### src/rtl/mem_arbiter.sv
// Two-port round-robin arbiter sharing one line-wide memory port between the I-cache (port 0)
// and D-cache (port 1). Optional BUSY timeout with sticky err_o via `define MEM_ARB_TIMEOUT_EN.
module mem_arbiter #(
    parameter int ADDR_W         = 32,
    parameter int DATA_W         = 256,
    parameter int TIMEOUT_CYCLES = 64
) (
    input  logic              clk_i,
    input  logic              rst_i,
    input  logic              p0_enable_i,
    input  logic              p0_write_i,
    input  logic [ADDR_W-1:0] p0_addr_i,
    input  logic [DATA_W-1:0] p0_data_i,
    output logic [DATA_W-1:0] p0_data_o,
    output logic              p0_ack_o,
    input  logic              p1_enable_i,
    input  logic              p1_write_i,
    input  logic [ADDR_W-1:0] p1_addr_i,
    input  logic [DATA_W-1:0] p1_data_i,
    output logic [DATA_W-1:0] p1_data_o,
    output logic              p1_ack_o,
    output logic              mem_enable_o,
    output logic              mem_write_o,
    output logic [ADDR_W-1:0] mem_addr_o,
    output logic [DATA_W-1:0] mem_data_o,
    input  logic [DATA_W-1:0] mem_data_i,
    input  logic              mem_ack_i,
    output logic [1:0]        grant_o,
    output logic              err_o
);

    typedef enum logic [1:0] {IDLE = 2'd0, BUSY = 2'd1, DONE = 2'd2} state_t;

    typedef struct packed {
        logic              write;
        logic [ADDR_W-1:0] addr;
        logic [DATA_W-1:0] data;
    } req_t;

    state_t      state;
    logic        last_grant;
    logic        any_req;
    logic        pick;
    req_t [1:0]  req;
    req_t        win;

    assign req[0] = '{write: p0_write_i, addr: p0_addr_i, data: p0_data_i};
    assign req[1] = '{write: p1_write_i, addr: p1_addr_i, data: p1_data_i};

    // On a tie the port that did not win last time goes first.
    always_comb begin
        any_req = p0_enable_i | p1_enable_i;
        pick    = (p0_enable_i & p1_enable_i) ? ~last_grant : p1_enable_i;
        win     = req[pick];
    end

    // grant_o is only non-zero in BUSY, so memory acks in IDLE/DONE never reach a port.
    logic [1:0]             port_ack;
    logic [1:0][DATA_W-1:0] port_rdata;

    for (genvar g = 0; g < 2; g++) begin : g_rsp
        assign port_ack[g]   = mem_ack_i & grant_o[g];
        assign port_rdata[g] = port_ack[g] ? mem_data_i : '0;
    end

    assign p0_ack_o  = port_ack[0];
    assign p1_ack_o  = port_ack[1];
    assign p0_data_o = port_rdata[0];
    assign p1_data_o = port_rdata[1];

`ifdef MEM_ARB_TIMEOUT_EN
    localparam int CNT_W = $clog2(TIMEOUT_CYCLES + 1);
    localparam logic [CNT_W-1:0] TMO_LAST = CNT_W'(TIMEOUT_CYCLES - 1);
    logic [CNT_W-1:0] tmo_cnt;
`else
    // Timeout length has no effect in this build.
    logic unused_tmo;
    assign unused_tmo = ^TIMEOUT_CYCLES;
    assign err_o      = 1'b0;
`endif

    always_ff @(posedge clk_i or posedge rst_i) begin
        if (rst_i) begin
            state        <= IDLE;
            last_grant   <= 1'b1;
            mem_enable_o <= 1'b0;
            mem_write_o  <= 1'b0;
            mem_addr_o   <= '0;
            mem_data_o   <= '0;
            grant_o      <= 2'b00;
`ifdef MEM_ARB_TIMEOUT_EN
            tmo_cnt      <= '0;
            err_o        <= 1'b0;
`endif
        end else begin
            case (state)
                IDLE: begin
                    if (any_req) begin
                        mem_enable_o <= 1'b1;
                        mem_write_o  <= win.write;
                        mem_addr_o   <= win.addr;
                        mem_data_o   <= win.data;
                        grant_o      <= pick ? 2'b10 : 2'b01;
                        last_grant   <= pick;
                        state        <= BUSY;
`ifdef MEM_ARB_TIMEOUT_EN
                        tmo_cnt      <= '0;
`endif
                    end
                end
                BUSY: begin
                    if (mem_ack_i) begin
                        mem_enable_o <= 1'b0;
                        grant_o      <= 2'b00;
                        state        <= DONE;
                    end
`ifdef MEM_ARB_TIMEOUT_EN
                    else if (tmo_cnt == TMO_LAST) begin
                        // Abandon the access without acking; the requester retries.
                        mem_enable_o <= 1'b0;
                        grant_o      <= 2'b00;
                        err_o        <= 1'b1;
                        state        <= DONE;
                    end else begin
                        tmo_cnt <= tmo_cnt + 1'b1;
                    end
`endif
                end
                DONE:    state <= IDLE;
                default: state <= IDLE;
            endcase
        end
    end

endmodule

### config.mk
export PLATFORM = sky130hd
export DESIGN_NAME = mem_arbiter
export DESIGN_NICKNAME = d
export VERILOG_FILES = /design/src/rtl/mem_arbiter.sv
export SDC_FILE = /design/constraint.sdc
export NUM_CORES = 1
export LEC_CHECK = 0
export CAP_MARGIN = 25
export CORE_AREA = 2 2 650 652
export DETAILED_ROUTE_END_ITERATION = 10
export DIE_AREA = 0 0 652 654
export GPL_TIMING_DRIVEN = 0
export SETUP_SLACK_MARGIN = 0.1
export SLEW_MARGIN = 20
export SYNTH_ARGS = -nofsm -noshare
export SYNTH_HDL_FRONTEND = slang
export SYNTH_SLANG_ARGS = --single-unit
### constraint.sdc
create_clock -name clk_i -period 12.7 [get_ports clk_i]
set_input_delay 1.905 -clock clk_i [delete_from_list [all_inputs] [get_ports clk_i]]
set_output_delay 1.905 -clock clk_i [all_outputs]
set_load 0.01 [all_outputs]
# After elaboration in Yosys (flattened, before gate mapping)
# Cells that the tools add are included.
[word_totals]
input_bits = 839
rom_bits = 0
ram_bits = 0
n_memories = 0
output_inout_bits = 807
reg_bits = 295
wordCells = 36
latchBits = 0
[classes]
shifts = 0
n_addsub = 0
bitwise_logic = 5
n_reduce_logical = 5
div = 0
eq_ne = 3
n_lt_le_gt_ge = 1
mul = 0
n_mux = 15
[ops]
columns = ["op", "count"]
rows = [
  ["289-bit 2-to-1 mux", 2],
  ["256-bit 2-to-1 mux", 2],
  ["2-bit 2-to-1 mux", 5],
  ["2-bit case mux with 2 select lines", 2],
  ["2-bit inequality test (second input constant)", 2],
  ["2-bit AND reduction", 2],
  ["1-bit AND", 3],
  ["1-bit 2-to-1 mux", 3],
  ["3-bit AND reduction", 1],
  ["2-bit by 1-bit equality test with 1-bit output (second input constant)", 1],
  ["2-bit zero test", 1],
  ["1-bit by 2-bit < comparator with 1-bit output (second input constant)", 1],
  ["1-bit case mux with 2 select lines", 1],
  ["2-bit nonzero test", 1],
  ["1-bit NOT", 1],
  ["1-bit bitwise OR", 1],
]

# Depth between registers and ports, before layout
[depth]
ltp_word = 5
depth_mapped = 6
ltp_nobuf = 3

# Worst setup path after synthesis
# Ideal clock, no wire load.
[synth_path]
path_kind = "input port to output port"
start = "input port mem_ack_i"
end = "output port p1_data_o[100]"
required_time_ps = 10795
stages = 4
path_slack_ps = 8041
path_buffers = 3
arrival_ps = 2754
cell_sequence = "buf_2 -> clkbuf_1 -> clkbuf_1 -> and3_1"
[synth_via]
elab_chain_len = 2
[synth_lines]
columns = ["element", "line", "source"]
rows = [
  ["from (decl)", "27", "input logic mem_ack_i,"],
  ["1-bit AND", "62", "assign port_ack[g] = mem_ack_i & grant_o[g];"],
  ["256-bit 2-to-1 mux", "63", "assign port_rdata[g] = port_ack[g] ? mem_data_i : '0;"],
  ["to (decl)", "20", "output logic [DATA_W-1:0] p1_data_o,"],
]
# No other way between the ends.

# Final worst setup path
[layout_path]
start = "input port mem_ack_i"
end = "output port p1_data_o[103]"
# The elaborated chain is that of the path after synthesis.

==> impl_metrics.ini <==
[status]
run_status = finished, final reports clean

[clock_tree]
path_clk_slew_ps = 70
cts_post_setup_buffers_inserted = 0
worstSkewPairLatency_ps = 690
numClockSinks = 295
cts.htree.levels = 2
postCtsHoldBufs = 0
cts_made_buffers = 41
cts_repair_resize_count = 0
cts_buffer_depth = 3
tritoncts = done
clock_root_buffer_master = sky130_fd_sc_hd__clkbuf_16

[synth]
synth_flop_cell = sky130_fd_sc_hd__dfrtp_1
synth_enable_flop_cells = 0
synth-seq-area-share_pct = 42.5
post_synth_inst_count = 2262
syn_nets = 3101
number_of_register_bits_inferred_by_synthesis = 295
synth.top_cell.area_share_pct = 42.3
ys_async_sr_fraction_pct = 100
yosys.area.top_type = sky130_fd_sc_hd__dfrtp_1
syn_avg_cell_area_um2 = 7.68
synth_area_mm2 = 0.0174
synth.area.top_cells = sky130_fd_sc_hd__dfrtp_1 42%, sky130_fd_sc_hd__and3_1 18%, sky130_fd_sc_hd__nand2_1 13%, sky130_fd_sc_hd__a31oi_1 10%, sky130_fd_sc_hd__a21oi_1 8.4%
yosys_warn_count = 0
netlist-cell-type-count = 25

[route]
drc = 0
firstDrtPassIters = 5
route.antenna.remaining_nets = 0
vias_per_cell = 2.97
drt_wl_total_um = 369000
detailed_route_via_count = 28600
avgRoutedWirePerCell_um = 38.3
drt_iter0_markers = 3107

[sta]
worst_slew_pin_tran_ps = 1080
report.final.hold_viol_count = 0
layout_worst_path_cycle_share_pct = 52.7
finalClockSkew_ps = 72.4
setup_tns_after_final_layout_ps = 0
slew_headroom_pct = 28.2
final.min_clock_period_ps = 6690
timing.fmax_mhz = 149
report.final.setup_viol = 0
setup_repair_after_global_routing_missed_its_margin = false
timing.final.max_slew_violations = 0

[critical_path]
delay_of_the_slowest_cell_on_the_worst_path_ps = 930
crit_cells = 5
timing.critical_path.max_delay_family = buffers and inverters
regToRegSetupSlack_ps = 9810
cp_cell_sequence = buf_2 > clkbuf_1 > clkbuf_1 > and3_1 > clkdlybuf4s50_1
worst_path_max_delay_cell = sky130_fd_sc_hd__clkdlybuf4s50_1
worstRegToRegCells = 6
critPathMostFrequentCell = sky130_fd_sc_hd__clkbuf_1
critical_path_buf_inv_count = 4
critical_path_peak_fanout = 10
critPathLaunchType = input port
worstSetupPathType = input port to output pin
cp_data_required_time_ps = 10800
cp.arrival_ps = 4790
cp-end-kind = output pin

[run]
cap_viol_max_count = 0

[placed_design]
placed_cells_incl_taps = 9434
routabilityCongestion = 0.975
io_buffers = 1643
dp_wirelength_um = 337000

[power_and_ir_drop]
worst_ir_drop_on_vdd_v = 0.000102
leakagePower_nw = 16.2
power_density_mw_per_mm2 = 180

[floorplanning]
floorplan.die.height_um = 654
die_w_um = 652
effective_utilization_at_floorplan_pct = 4.15
dieArea_mm2 = 0.426
row_count = 238
floorplan.core_area_mm2 = 0.419
io_pins = 1646

[worst_hold_path]
worst_hold_path.num_cells = 2
worstHoldPathType = register to register

[grt]
first_global_vias = 26000
grt_antenna_before_repair = 317
globalRouteTotalUtil_pct = 16.5
grt_max_degree = 96
wire_length_of_the_first_global_routing_pass_um = 425000
globalRoute.totalOverflow = 0

[layout]
fillCellCount = 48800
number_of_nets_in_the_final_layout = 4796
fraction_of_final_layout_cells_with_drive_strength_greater_than_1_pct = 5.87
area_delta_synth_final_pct = 146
layout.cells.non_filler = 9630
-- cell usage after synthesis (2+ instances only) --
cell / n
sky130_fd_sc_hd__buf_2: 140
sky130_fd_sc_hd__dfrtp_1: 294
sky130_fd_sc_hd__a21oi_1: 290
sky130_fd_sc_hd__o21ai_0: 2
sky130_fd_sc_hd__a31oi_1: 290
sky130_fd_sc_hd__nand2_1: 580
sky130_fd_sc_hd__buf_4: 2
sky130_fd_sc_hd__and2_1: 2
sky130_fd_sc_hd__nor2_1: 3
sky130_fd_sc_hd__buf_1: 4
sky130_fd_sc_hd__and3_1: 512
sky130_fd_sc_hd__inv_1: 2
sky130_fd_sc_hd__buf_6: 2
sky130_fd_sc_hd__clkbuf_1: 128
-- cells by family after synthesis --
| group | after synthesis | share of synthesized area, % |
|---|---|---|
| compound gates | 587 | 19.1 |
| other cells | 1 | 0.0216 |
| simple gates | 1101 | 31.3 |
| buf+inv | 278 | 7.14 |
| flops | 295 | 42.5 |
-- state kept, by name (all words and copies together), names as in the netlist --
signal,cells
mem_enable_o,1
grant_o,2
mem_write_o,1
mem_data_o,256
state,2
mem_addr_o,32
last_grant,1
-- where the power goes --
group	total [W]	switching, W	internal, W
clock network	0.00129	0.000551	0.000741
logic	0.00463	0.00276	0.00187
registers	0.00175	0.000347	0.00140
total	0.00767	0.00366	0.00401
-- worst min-delay path, delay by kind of cell (launching register included) --
| kind | cells | cell delay (ps) |
|---|---|---|
| AOI/OAI and AO/OA | 1 | 80 |
| DFF | 1 | 340 |
| and+or+nand+nor | 1 | 70 |
-- stage by stage --
stage                     worst slack (ps)  area (um2)  total power [W]  util (%)  hold WS, ps
after floorplan                       2650       17400          0.00308         -          475
after global placement               -3590       40700          0.00640      9.71          508
after detailed placement              5940       41000          0.00642      9.77          520
after CTS                             5940       42400          0.00777      10.1          538
after global routing                  6040       42500          0.00798      10.1          565
final                                 6010       42700          0.00767      10.2          531
-- path summary, 6_finish.rpt --
kind | startpoint | endpoint
worst min register to register | mem_enable_o | mem_enable_o
min in group asynchronous | rst_i | mem_data_o[162]
worst max-delay path | mem_ack_i | p1_data_o[103]
max in group asynchronous | rst_i | mem_data_o[254]
worst min-delay path | mem_enable_o | mem_enable_o
worst max register to register | last_grant | mem_data_o[165]
-- cell usage in the layout (no fill, tap or decap), drive strengths merged, types with 2 or more instances in the layout --
| cell type | instances |
|---|---|
| nor2 | 3 |
| nand2 | 580 |
| and3 | 512 |
| and2 | 3 |
| clkdlybuf4s50 | 1643 |
| clkinvlp | 2 |
| dfrtp | 294 |
| bufinv | 4 |
| inv | 4 |
| diode | 124 |
| buf | 157 |
| clkbuf | 185 |
| a31oi | 290 |
| o21ai | 2 |
| clkinv | 7 |
| a21oi | 290 |
-- layout make-up --
cell class              instances  area (um2)  area share [%]
diodes                        124         310           0.727
plain buffers                 276        1250            2.92
clock buffers                  57        1200            2.81
clock inverters                15         214           0.501
inverters                       2        15.0          0.0352
multi-input cells            1689        8760            20.5
flip-flops and latches        295        7380            17.3
well taps                    5520        6910            16.2
repair buffers               1652       16600            39.0
-- routing by layer --
metal	track usage, %	share of wire [%]	wire (um)	vias up
met5	0	0.26	944	-
met4	6.95	5.2	19000	144
met3	8.39	13	46900	603
met2	28.5	48	179000	2108
met1	16.7	33	123000	14200
li1	-	-	-	11600
Note: power is estimated with default switching activity, not from simulation.
